<file path="config.mk">
export PLATFORM = sky130hd
export DESIGN_NAME = exe_stage
export DESIGN_NICKNAME = d
export VERILOG_FILES = /design/src/rtl/exe_stage.sv
export SDC_FILE = /design/constraint.sdc
export NUM_CORES = 1
export LEC_CHECK = 0
export CAP_MARGIN = 20
export CORE_MARGIN = 8
export CORE_UTILIZATION = 50
export CTS_CLUSTER_SIZE = 28
export DETAILED_ROUTE_END_ITERATION = 12
export PLACE_DENSITY_LB_ADDON = 0.3
export SLEW_MARGIN = 20
export SYNTH_ARGS = -nofsm -noshare
export SYNTH_HDL_FRONTEND = slang
export SYNTH_SLANG_ARGS = --single-unit
</file>
<file path="constraint.sdc">
create_clock -name clock -period 7.7 [get_ports clock]
set_input_delay 1.54 -clock clock [delete_from_list [all_inputs] [get_ports clock]]
set_output_delay 1.54 -clock clock [all_outputs]
set_load 0.01 [all_outputs]
</file>
<file path="src/rtl/exe_stage.sv">
// Execute stage: operand-B mux, single-cycle ALU and a 32-iteration shift-add
// multiplier, feeding the EXE/MEM pipeline register. Holds upstream via stall.
module exe_stage #(
  parameter int MUL_CYCLES = 32
) (
  input  logic        clock,
  input  logic        reset,
  input  logic        ewreg,
  input  logic        em2reg,
  input  logic        ewmem,
  input  logic [3:0]  ealuc,
  input  logic        ealuimm,
  input  logic [4:0]  edestReg,
  input  logic [31:0] eqa,
  input  logic [31:0] eqb,
  input  logic [31:0] eimm32,
  output logic        mwreg,
  output logic        mm2reg,
  output logic        mwmem,
  output logic [4:0]  mdestReg,
  output logic [31:0] mr,
  output logic [31:0] mqb,
  output logic        stall
);

  localparam logic [3:0] ALU_AND = 4'b0000;
  localparam logic [3:0] ALU_OR  = 4'b0001;
  localparam logic [3:0] ALU_ADD = 4'b0010;
  localparam logic [3:0] ALU_SUB = 4'b0110;
  localparam logic [3:0] ALU_SLT = 4'b0111;
  localparam logic [3:0] ALU_NOR = 4'b1100;
  localparam logic [3:0] ALU_MUL = 4'b1000;
  localparam int CW = $clog2(MUL_CYCLES) + 1;
  localparam logic [CW-1:0] CNT_LAST = CW'(MUL_CYCLES - 1);

  typedef enum logic [1:0] {IDLE, BUSY, DONE} state_t;

  state_t        state_q, state_d;
  logic [CW-1:0] cnt_q, cnt_d;
  logic [31:0]   mcand_q, mcand_d;
  logic [31:0]   mplier_q, mplier_d;
  logic [31:0]   acc_q, acc_d;
  logic          mwreg_q, mwreg_d;
  logic          mm2reg_q, mm2reg_d;
  logic          mwmem_q, mwmem_d;
  logic [4:0]    mdest_q, mdest_d;
  logic [31:0]   mr_q, mr_d;
  logic [31:0]   mqb_q, mqb_d;
  logic          stall_raw;
  logic [31:0]   b;
  logic [31:0]   alu_res;

  assign b = ealuimm ? eimm32 : eqb;

  always_comb begin
    alu_res = 32'd0;
    case (ealuc)
      ALU_AND: alu_res = eqa & b;
      ALU_OR:  alu_res = eqa | b;
      ALU_ADD: alu_res = eqa + b;
      ALU_SUB: alu_res = eqa - b;
      ALU_SLT: alu_res = ($signed(eqa) < $signed(b)) ? 32'd1 : 32'd0;
      ALU_NOR: alu_res = ~(eqa | b);
      default: alu_res = 32'd0;
    endcase
  end

  always_comb begin
    state_d   = state_q;
    cnt_d     = cnt_q;
    mcand_d   = mcand_q;
    mplier_d  = mplier_q;
    acc_d     = acc_q;
    mwreg_d   = mwreg_q;
    mm2reg_d  = mm2reg_q;
    mwmem_d   = mwmem_q;
    mdest_d   = mdest_q;
    mr_d      = mr_q;
    mqb_d     = mqb_q;
    stall_raw = 1'b0;
    case (state_q)
      IDLE: begin
        if (ealuc == ALU_MUL) begin
          stall_raw = 1'b1;
          mcand_d   = eqa;
          mplier_d  = b;
          acc_d     = 32'd0;
          cnt_d     = '0;
          state_d   = BUSY;
          mwreg_d   = 1'b0;
          mm2reg_d  = 1'b0;
          mwmem_d   = 1'b0;
        end else begin
          mwreg_d  = ewreg;
          mm2reg_d = em2reg;
          mwmem_d  = ewmem;
          mdest_d  = edestReg;
          mr_d     = alu_res;
          mqb_d    = eqb;
        end
      end
      BUSY: begin
        stall_raw = 1'b1;
        if (mplier_q[0]) acc_d = acc_q + mcand_q;
        mcand_d  = mcand_q << 1;
        mplier_d = mplier_q >> 1;
        cnt_d    = cnt_q + 1'b1;
        mwreg_d  = 1'b0;
        mm2reg_d = 1'b0;
        mwmem_d  = 1'b0;
        if (cnt_q == CNT_LAST) state_d = DONE;
      end
      DONE: begin
        // Going to IDLE (not re-checking ealuc) keeps the held MUL from restarting.
        mwreg_d  = ewreg;
        mm2reg_d = em2reg;
        mwmem_d  = ewmem;
        mdest_d  = edestReg;
        mr_d     = acc_q;
        mqb_d    = eqb;
        state_d  = IDLE;
      end
      default: state_d = IDLE;
    endcase
  end

  always_ff @(posedge clock or posedge reset) begin
    if (reset) begin
      state_q  <= IDLE;
      cnt_q    <= '0;
      mcand_q  <= 32'd0;
      mplier_q <= 32'd0;
      acc_q    <= 32'd0;
      mwreg_q  <= 1'b0;
      mm2reg_q <= 1'b0;
      mwmem_q  <= 1'b0;
      mdest_q  <= 5'd0;
      mr_q     <= 32'd0;
      mqb_q    <= 32'd0;
    end else begin
      state_q  <= state_d;
      cnt_q    <= cnt_d;
      mcand_q  <= mcand_d;
      mplier_q <= mplier_d;
      acc_q    <= acc_d;
      mwreg_q  <= mwreg_d;
      mm2reg_q <= mm2reg_d;
      mwmem_q  <= mwmem_d;
      mdest_q  <= mdest_d;
      mr_q     <= mr_d;
      mqb_q    <= mqb_d;
    end
  end

  // Reset forces stall low even if a MUL is sitting on the inputs.
  assign stall    = stall_raw & ~reset;
  assign mwreg    = mwreg_q;
  assign mm2reg   = mm2reg_q;
  assign mwmem    = mwmem_q;
  assign mdestReg = mdest_q;
  assign mr       = mr_q;
  assign mqb      = mqb_q;

endmodule
</file>
==> results of run 1 <==
final cells by class:
type / count / area (µm²) / share of cell area [%]
Clock inverter: 11 / 153 / 0.904
Inverter: 107 / 407 / 2.41
Sequential cell: 176 / 4400 / 26.1
Multi-Input combinational cell: 1329 / 9040 / 53.6
Clock buffer: 21 / 460 / 2.73
Tap cell: 378 / 473 / 2.80
Timing Repair Buffer: 199 / 1940 / 11.5
flip-flops by register name, summed over array words and instances, names as in the netlist:
name,count
mm2reg,1
state_q,2
mdestReg,5
acc_q,32
mr,32
cnt_q,6
mqb,32
mcand_q,32
mwmem,1
mwreg,1
mplier_q,32
cells in the final DEF (no fill, tap or decap), types with 16 or more instances in the layout:
cell type        Yosys  routed
a31oi_1             16      16
mux2_2              33      33
nor3_1              21      20
inv_1              106     105
clkbuf_16            0      17
clkdlybuf4s50_1      0     181
nor2_1             189     188
a221oi_1            42      42
o21bai_1            17      17
nand3_1             25      25
a21o_1              19      19
nand2_1            213     213
xnor2_1             40      40
o21ai_0             92      90
a21oi_1            175     175
xor2_1              28      28
buf_4                4      16
mux2i_1             63      63
ha_1               144     142
dfrtp_1            176     176
worst max-delay path by stage:
stage	startpoint	end	slack [ps]	depth (start not counted)
global route	ealuimm	mr[31]$_DFFE_PP0P_	2260	16
CTS	ealuimm	mr[31]$_DFFE_PP0P_	2520	16
floorplan	reset	acc_q[0]$_DFFE_PP0P_	1390	1
detailed placement	ealuimm	mr[31]$_DFFE_PP0P_	2040	16
global placement	ealuimm	mr[28]$_DFFE_PP0P_	2180	16
finish	ealuimm	mr[28]$_DFFE_PP0P_	2440	16
routing by layer:
| layer | GRT usage, % | wire length [µm] | part of all wire [%] |
|---|---|---|---|
| met5 | 0 | 0 | 0 |
| met4 | 9.00 | 1140 | 2.6 |
| met3 | 5.18 | 2930 | 6.6 |
| met2 | 42.4 | 20600 | 47 |
| met1 | 34.1 | 19600 | 44 |
where the power goes:
group          switching [W]  leakage, nW  internal, W  total [W]
clock network       0.000405        0.291     0.000532   0.000936
registers           0.000328         2.16      0.00132    0.00165
logic                0.00161         5.31      0.00124    0.00284
logic make-up after synthesis:
group | Yosys count | share of synthesized area [%]
AO/OA/AOI/OAI | 489 | 22.6
XOR/XNOR | 68 | 4.20
adder cells (fa/ha/maj) | 147 | 13.1
buffers and inverters | 199 | 5.73
flip-flops | 176 | 31.0
multiplexers | 96 | 7.06
AND/OR/NAND/NOR | 529 | 16.3
stage by stage:
step / area, µm² / setup WS (ps) / hold WS [ps] / instances / util [%]
6_report: 16900 / 2440 / 475 / 2221 / 60.6
5_1_grt: 16900 / 2260 / 497 / 2221 / 60.6
4_1_cts: 16900 / 2520 / 478 / 2221 / 60.6
3_5_place_dp: 16300 / 2040 / 461 / 2189 / 58.4
3_3_place_gp: 16300 / 2180 / 456 / 2189 / 58.4
2_1_floorplan: 14200 / 1390 / 472 / 1704 / -
worst max-delay path, stage by stage:
cell and delay, ps:
buf_2 470, mux2_2 450, ha_1 250, inv_1 90, fa_1 220, nor2_1 80, o311a_1 340, o21ai_2 290
o211a_1 340, o211ai_1 230, a31o_2 330, a2111oi_2 380, a211oi_2 90, xor2_1 160, a21oi_1 170, a311oi_1 70
==> summary.md, run 1 <==
| Metric | Value |
|---|---|
| Status | completed |
| Ys flop type | dfrtp_1 |
| DIE WIDTH | 185 µm |
| Area grow syn2layout | 18.9% |
| Worst slew margin | between 20% and 30% |
| CTS buffer count | 17 |
| Routability congestion estimate from global placement | 0.963 |
| CTS Hold Bufs | 0 |
| CTS Buffer Depth | 2 |
| Unrepaired setup endpoints after global routing | no |
| Sequential-to-total area share from yosys stat | 31.0% |
| WL/cell | 20.0 µm |
| Clock latency on the worst-skew pair | 450 ps |
| Fin Clk Skew | ~11 ps |
| FF-to-FF path depth | 12 |
| Post-synth top cells | 213 x nand2_1, 189 x nor2_1, 176 x dfrtp_1 |
| First-pass GRT wire length | between 70 and 80 mm |
| Post-synth EDFFs | 0 |
| CP endpoint kind | flip-flop |
| CTS clk-pin slew, worst paths | 70 ps |
| IO Count | 184 |
| CTS Root Cell | clkbuf_16 |
| H-Tree Depth | 4 |
| Total vias in the final route | 13000 |
| Post-synth ARST share | 100% |
| Max Cap Viol | 0 |
| Mapped Nets | 1962 |
| Filler cell count | 2446 |
| Core Footprint | about 28000 µm² |
| DRC | 0 |
| Antenna Nets Post-Route | 0 |
| Post-DP HPWL | 31.7 mm |
| Static Leak | about 7.8 nW |
| Worst Path Required | around 8000 ps |
| PwrDens | roughly 320 nW/µm² |
| I/O Buffers | 183 |
| DIE AREA | 34000 µm² |
| Final Hold Fails | 0 |
| R2r setup slk | 3490 ps |
| Max Fclk | 0.190 GHz |
| Worst Hold Path EP | mqb[30]$_DFFE_PP0P_ |
| Syn_area_per_cell | 8.33 µm² |
| Final min period | around 5300 ps |
| Clock sinks | roughly 180 |
| Tightest Hold Check Type | flip-flop to flip-flop |
| Flops & latches, synth | 176 |
| Vias in the first global route | ~13000 |
| Crit path kind | primary input to flip-flop |
| Antenna violations before repair | 0 |
| Final Max Tran Viols | 0 |
| Reg-to-Reg End | cnt_q[5]$_DFFE_PP0P_ |
| GRT Util Overall | about a quarter |
| Most frequent cell after synthesis | nand2_1 |
| Largest cells by area after synthesis | dfrtp_1 31%, ha_1 13%, a21oi_1 6.2% |
| Initial Util | 51.0% |
| Gr ovfl total | 0 |
| Share of layout cells above drive strength 1 | 7.38% |
| Worst Tran Pin Value | 1100 ps |
| 1st-iter DRT viols | 1029 |
| Tot Pwr | 0.00543 W |
| Final #Nets | around 2100 |
| Die height | 185 µm |
| Endpoints failing setup | 0 |
| Post-Route Setup TNS | 0 ps |
| Site row count | 61 |
| Hold_sp | mqb[30]$_DFFE_PP0P_ |
| Post-CTS sizing | 0 |
| Synth top area share | 31.0% |
| Type of origin of the critical path | primary input |
| Area of the mapped netlist | around 14000 µm² |
| Hold Path Cell Cnt | 2 |
| Synth unique cells | 88 |
| Syn Inst Count | 1704 |
| Cell taking the most area after synthesis | dfrtp_1 |
| Worst-path maximum fanout | 18 |
| Ant. Diodes | 0 |
| Post-CTS setup repair buffer count | 0 |
| WL final | 44.4 mm |
| Reg2Reg Launch Point | state_q[1]$_DFFE_PP0P_ |
| Synth Warn # | 0 |
| VDD IR-drop max | 0.192 mV |
| Worst Path Arrival | 5520 ps |
| Drt pass-1 iters | 5 |
| Final period utilization | 68.3% |
| Drt via density | 5.87 |
| CTS tree | done |
| Largest net degree at the start of global routing | 80 |
No activity file was read; power rests on OpenSTA's default activity.
==> inputs of run 2 (changes only) <==
Clock period 7.7 ns to 5.5 ns, I/O delays scaled along.
==> run 2 against run 1 <==
  * Critical path depth stayed put
  * Via count is 0.18% higher
  * Combinational power is 41% higher
  * Sequential power is 41% higher
  * Routed wire length is 1.2% higher
  * Non-clock buffer count grew 4
  * Critical path type unchanged
  * Largest cell class unchanged
==> summary.md, run 2 (same netlist as run 1, synthesis figures left out) <==
| Metric | Value |
|---|---|
| DIE WIDTH | 185 µm (unchanged) |
| Ant. Diodes | 0 (unchanged) |
| Worst hold slack | 474 ps (-1.16 ps) |
| DRC | 0 (unchanged) |
| Clock latency on the worst-skew pair | 450 ps (about the same) |
| Crit path kind | primary input to flip-flop |
| Status | completed |
| Routability congestion estimate from global placement | 0.956 (-0.71%) |
| Most common cell after layout, fill and taps aside | nand2_1 |
| Area grow syn2layout | 19.2% |
| Register area | 4400 µm² (unchanged) |
| Post-CTS sizing | 0 (unchanged) |
| Core Footprint | 27900 µm² (unchanged) |
| Worst-path maximum fanout | 19 (+1) |
| Antenna Nets Post-Route | 0 (unchanged) |
| First-pass GRT wire length | 70.9 mm (+0.37%) |
| CP peak stage delay | 510 ps (+40 ps) |
| Total vias in the final route | 13100 (+0.18%) |
| Antenna violations before repair | 0 (unchanged) |
| I/O Buffers | 183 (unchanged) |
| Post-DP HPWL | 32.8 mm (+3.3%) |
| Site row count | 61 (unchanged) |
| 1st-iter DRT viols | 1129 (+9.7%) |
| Area of the multi-input gates | 9030 µm² (about the same) |
| Worst-path cell chain | buf_2, buf_4, mux2_2, inv_1, ha_1, nor4_1, and3b_2, nand2_1, nor4_2, a211oi_2, a21oi_2, a31oi_1, o31ai_1, o21a_1, o21ai_1, a41oi_1 |
| Clock sinks | 176 (unchanged) |
| CTS Buffer Depth | 2 (unchanged) |
| Max Fclk | between 0.2 and 0.25 GHz |
| Max Cap Viol | 0 (unchanged) |
| Post-CTS setup repair buffer count | 0 (unchanged) |
| Tightest Hold Check Type | flip-flop to flip-flop |
| CTS Root Cell | clkbuf_16 |
| WL/cell | 20.2 µm (+0.97%) |
| Largest net degree at the start of global routing | 73 (-8.8%) |
| VDD IR-drop max | 0.282 mV (+47%) |
| Vias in the first global route | 12900 (+0.070%) |
| Worst Path Required | 5870 ps (-2090 ps) |
| Fin Clk Skew | 8.85 ps (-1.74 ps) |
| IO Count | 184 (unchanged) |
| Die height | 185 µm (unchanged) |
| Endpoints failing setup | 0 (unchanged) |
| CTS tree | done |
| Post-Route Setup TNS | 0 ps (unchanged) |
| Final #Nets | 2092 (+0.19%) |
| Worst Tran Pin Value | 1140 ps (+45.8 ps) |
| DIE AREA | 34000 µm² (unchanged) |
| PwrDens | 448 nW/µm² (+39%) |
| Drt pass-1 iters | 6 (+1) |
| CTS buffer count | 17 (unchanged) |
| WL final | 44.9 mm (+1.2%) |
| Final period utilization | a little over four fifths |
| Gr ovfl total | 0 (unchanged) |
| H-Tree Depth | 4 (unchanged) |
| CP endpoint kind | flip-flop |
| Filler cell count | 2468 (+0.90%) |
| Share of layout cells above drive strength 1 | 7.58% (+0.20 points) |
| CTS clk-pin slew, worst paths | 70 ps (about the same) |
| Final min period | 4670 ps |
| Static Leak | 7.80 nW (+0.35%) |
| GRT Util Overall | 26.3% (+0.29 points) |
| Worst slew margin | 23.5% (-3.1 points) |
| Most frequent cells in the layout | 213 x nand2_1, 189 x nor2_1, 181 x clkdlybuf4s50_1 |
| Final Max Tran Viols | 0 (unchanged) |
| CP max-delay cell | nor4_1 |
| Type of origin of the critical path | primary input |
| Drt via density | 5.87 (about the same) |
| Worst Path Arrival | 5040 ps (-480 ps) |
| Final Hold Fails | 0 (unchanged) |
| Initial Util | 51.0% (unchanged) |
| Unrepaired setup endpoints after global routing | no |
| CTS Hold Bufs | 0 (unchanged) |
run 2: final cells by class:
| class | count | area share [%] |
|---|---|---|
| sequential | 176 | 26.0 |
| multi-input combinational | 1329 | 53.4 |
| tap | 378 | 2.79 |
| inverter | 107 | 2.40 |
| clock inverter | 14 | 0.924 |
| clock buffer | 18 | 2.60 |
| timing repair buffer | 203 | 11.9 |
run 2: final timing paths:
path | start | cells after the start | slack (ps) | end
worst max-delay path | ealuimm | 16 | 830 | mr[31]$_DFFE_PP0P_
worst min-delay path | mqb[26]$_DFFE_PP0P_ | 2 | 470 | mqb[26]$_DFFE_PP0P_
worst max register to register | mcand_q[0]$_DFFE_PP0P_ | 13 | 1850 | acc_q[28]$_DFFE_PP0P_
worst min register to register | mqb[26]$_DFFE_PP0P_ | 2 | 470 | mqb[26]$_DFFE_PP0P_
max in group asynchronous | reset | 3 | 3420 | mplier_q[16]$_DFFE_PP0P_
min in group asynchronous | reset | 2 | 1200 | state_q[1]$_DFFE_PP0P_
run 2: where the power goes:
group          total (W)  switching [W]  internal (W)
Sequential       0.00232       0.000464       0.00185
Combinational    0.00400        0.00225       0.00174
Clock            0.00128       0.000586      0.000691
Total            0.00759        0.00330       0.00429
run 2: per-stage QoR:
stage | power (W) | area [µm²] | utilization [%] | setup WS (ps) | std cells
4_1_cts | 0.00760 | 16900 | 60.7 | 880 | 2225
6_report | 0.00759 | 16900 | 60.7 | 829 | 2225
2_1_floorplan | 0.00488 | 14200 | - | 822 | 1704
3_3_place_gp | 0.00619 | 16300 | 58.6 | 526 | 2193
3_5_place_dp | 0.00629 | 16300 | 58.6 | 387 | 2193
5_1_grt | 0.00815 | 16900 | 60.7 | 696 | 2225
run 2: worst max-delay path: cells and delay by family:
family	cells	cell delay, ps
buffers and inverters	3	820
adders and majority gates	1	320
and+or+nand+nor	4	1030
AOI/OAI and AO/OA	7	1340
muxes	1	410
run 2: metal layers:
| layer | GRT usage, % | routed length [µm] | vias up |
|---|---|---|---|
| met5 | 0 | 0 | - |
| met4 | 7.78 | 893 | 0 |
| met3 | 4.45 | 3110 | 67 |
| met2 | 44.3 | 21400 | 486 |
| met1 | 34.3 | 19400 | 6257 |
| li1 | - | - | 6250 |
==> inputs of run 3 (changes only) <==
Clock period 5.5 ns to 4.4 ns, I/O delays scaled along.
==> run 3 against run 2 <==
  * First-iteration DRC count down 1.9%
  * Worst hold slack better by 0.82 ps
  * Sequential share of layout area shrank 1.5 points
  * Cell area rose by 6.3%
  * Utilization increased by 3.8 points
  * Register-to-register slack worse by 1200 ps
  * Critical endpoint unchanged
  * Clock power grew 33%
  * Count of clock-buffer cells in the layout rose by 4
  * Cell count is 6.2% higher
  * Routed wire length is 2.8% higher
  * Via count rose by 4.2%
==> summary.md, run 3 (same netlist as run 1, synthesis figures left out) <==
| Metric | Value |
|---|---|
| Worst setup margin | 204 ps (-625 ps) |
| CTS Root Cell | clkbuf_16 |
| Worst-path cell chain | buf_2, buf_4, mux2_2, inv_1, ha_1, nor4_1, buf_4, and3b_2, nand2_1, nor4_2, a211oi_2, a21oi_2, a31oi_1, o31ai_1, o21a_1, o21ai_1, a41oi_1 |
| Max Cap Viol | 0 (unchanged) |
| Endpoints failing setup | 0 (unchanged) |
| Status | completed |
| VDD IR-drop max | 0.328 mV (+16%) |
| GRT Util Overall | 27.4% (+1.1 points) |
| 1st-iter DRT viols | 1107 (-1.9%) |
| Total vias in the final route | 13600 (+4.2%) |
| Core Footprint | 27900 µm² (unchanged) |
| Area grow syn2layout | 26.7% |
| Most frequent cells in the layout | 213 x nand2_1, 189 x nor2_1, 181 x clkdlybuf4s50_1 |
| Site row count | 61 (unchanged) |
| Antenna violations before repair | 0 (unchanged) |
| WL/cell | 19.5 µm (-3.2%) |
| First-pass GRT wire length | 74.0 mm (+4.4%) |
| Post-Place Setup Slack | -260 ps (-647 ps) |
| Metal2 WL | 21.8 mm (+1.9%) |
| CTS buffer count | 17 (unchanged) |
| I/O Buffers | 183 (unchanged) |
| H-Tree Depth | 4 (unchanged) |
| DRC | 0 (unchanged) |
| Clock sinks | 176 (unchanged) |
| Largest net degree at the start of global routing | 81 (+11%) |
| IO Count | 184 (unchanged) |
| Final Hold Fails | 0 (unchanged) |
| PwrDens | 543 nW/µm² (+21%) |
| Max layer used | met4 |
| Top Family by Delay on Critical Path | compound AO/OA/AOI/OAI gates |
| Unrepaired setup endpoints after global routing | no |
| Share of layout cells above drive strength 1 | 13.8% (+6.2 points) |
| Final period utilization | 95.4% |
| Final min period | 4200 ps |
| Most used cell, CP | buf_4 |
| Die height | 185 µm (unchanged) |
| Max Fclk | 0.238 GHz |
| DIE WIDTH | 185 µm (unchanged) |
| CP max-delay cell | nor4_1 |
| Final Max Tran Viols | 0 (unchanged) |
| CTS Buffer Depth | 2 (unchanged) |
| Worst slew margin | 27.4% (+3.9 points) |
| Routability congestion estimate from global placement | 0.965 (+0.94%) |
| Post-CTS setup repair buffer count | 0 (unchanged) |
| Gr ovfl total | 0 (unchanged) |
| Initial Util | 51.0% (unchanged) |
| Clock latency on the worst-skew pair | 450 ps (about the same) |
| DIE AREA | 34000 µm² (unchanged) |
| Tightest Hold Check Type | flip-flop to flip-flop |
| Ant. Diodes | 0 (unchanged) |
| CTS tree | done |
| Post-CTS sizing | 0 (unchanged) |
| CTS clk-pin slew, worst paths | 70 ps (about the same) |
| WL final | 46.1 mm (+2.8%) |
| CTS Hold Bufs | 0 (unchanged) |
| Post-DP HPWL | 34.7 mm (+5.7%) |
| WL met1 | 19.4 mm (-0.37%) |
| Static Leak | 8.48 nW (+8.8%) |
| CP peak stage delay | 430 ps (-80 ps) |
| Type of origin of the critical path | primary input |
| Worst hold slack | 474 ps (+0.820 ps) |
| Drt pass-1 iters | 7 (+1) |
| Final #Nets | 2230 (+6.6%) |
| CP bufs+invs | 4 (+1) |
| Crit path kind | primary input to flip-flop |
| Most common cell after layout, fill and taps aside | nand2_1 |
| CP endpoint kind | flip-flop |
| Vias in the first global route | 13800 (+7.0%) |
| Fin Clk Skew | 14.2 ps (+5.30 ps) |
| Worst Path Required | 4770 ps (-1100 ps) |
| WL met3 | 3.35 mm (+7.7%) |
| Drt via density | 5.76 (-1.8%) |
| Worst-path maximum fanout | 9 (-10) |
| Antenna Nets Post-Route | 0 (unchanged) |
| Worst Tran Pin Value | 1080 ps (-58.0 ps) |
| Worst Path Arrival | 4570 ps (-470 ps) |
## run 3: per-stage QoR
stage          power, W  cells  cell area, µm²  setup TNS (ps)  utilization [%]
3_3_place_gp    0.00791   2331           17400            -792             62.3
5_1_grt          0.0105   2363           18000               0             64.6
2_1_floorplan   0.00610   1704           14200               0                -
6_report        0.00977   2363           18000               0             64.6
4_1_cts         0.00979   2363           18000               0             64.6
3_5_place_dp    0.00805   2331           17400           -2290             62.3
## run 3: metal layers
metal,vias to the layer above,track usage [%]
met4,0,11.2
li1,6524,-
met1,6447,34.2
met5,-,0
met2,544,45.8
met3,99,5.57
## run 3: power by group
part	switching, W	internal (W)	total (W)	leakage [nW]
clock	0.000675	0.00102	0.00170	0.308
sequential	0.000569	0.00232	0.00289	2.16
combinational	0.00286	0.00232	0.00518	6.01
## run 3: final cells by class
type / instances / area (µm²)
Sequential cell: 176 / 4400
Tap cell: 378 / 473
Clock inverter: 10 / 181
Multi-Input combinational cell: 1329 / 9030
Inverter: 107 / 405
Clock buffer: 22 / 454
Fill cell: 2389 / 9870
Timing Repair Buffer: 341 / 3030
## run 3: path summary, 6_finish.rpt
kind                                                end  cells after the start               startpoint  slack (ps)
min in group asynchronous             mr[1]$_DFFE_PP0P_                      2                    reset         830
max in group asynchronous           mqb[12]$_DFFE_PP0P_                      3                    reset        2770
worst min register to register  mdestReg[1]$_DFFE_PP0P_                      2  mdestReg[1]$_DFFE_PP0P_         470
worst max-delay path                 mr[31]$_DFFE_PP0P_                     17                  ealuimm         200
worst min-delay path            mdestReg[1]$_DFFE_PP0P_                      2  mdestReg[1]$_DFFE_PP0P_         470
worst max register to register    acc_q[30]$_DFFE_PP0P_                     13     acc_q[0]$_DFFE_PP0P_         700
## run 3: tightest hold or removal path, stage by stage (launching register included)
cell and delay [ps]:
dfrtp_1 340, nand2_1 50, nand2_1 60
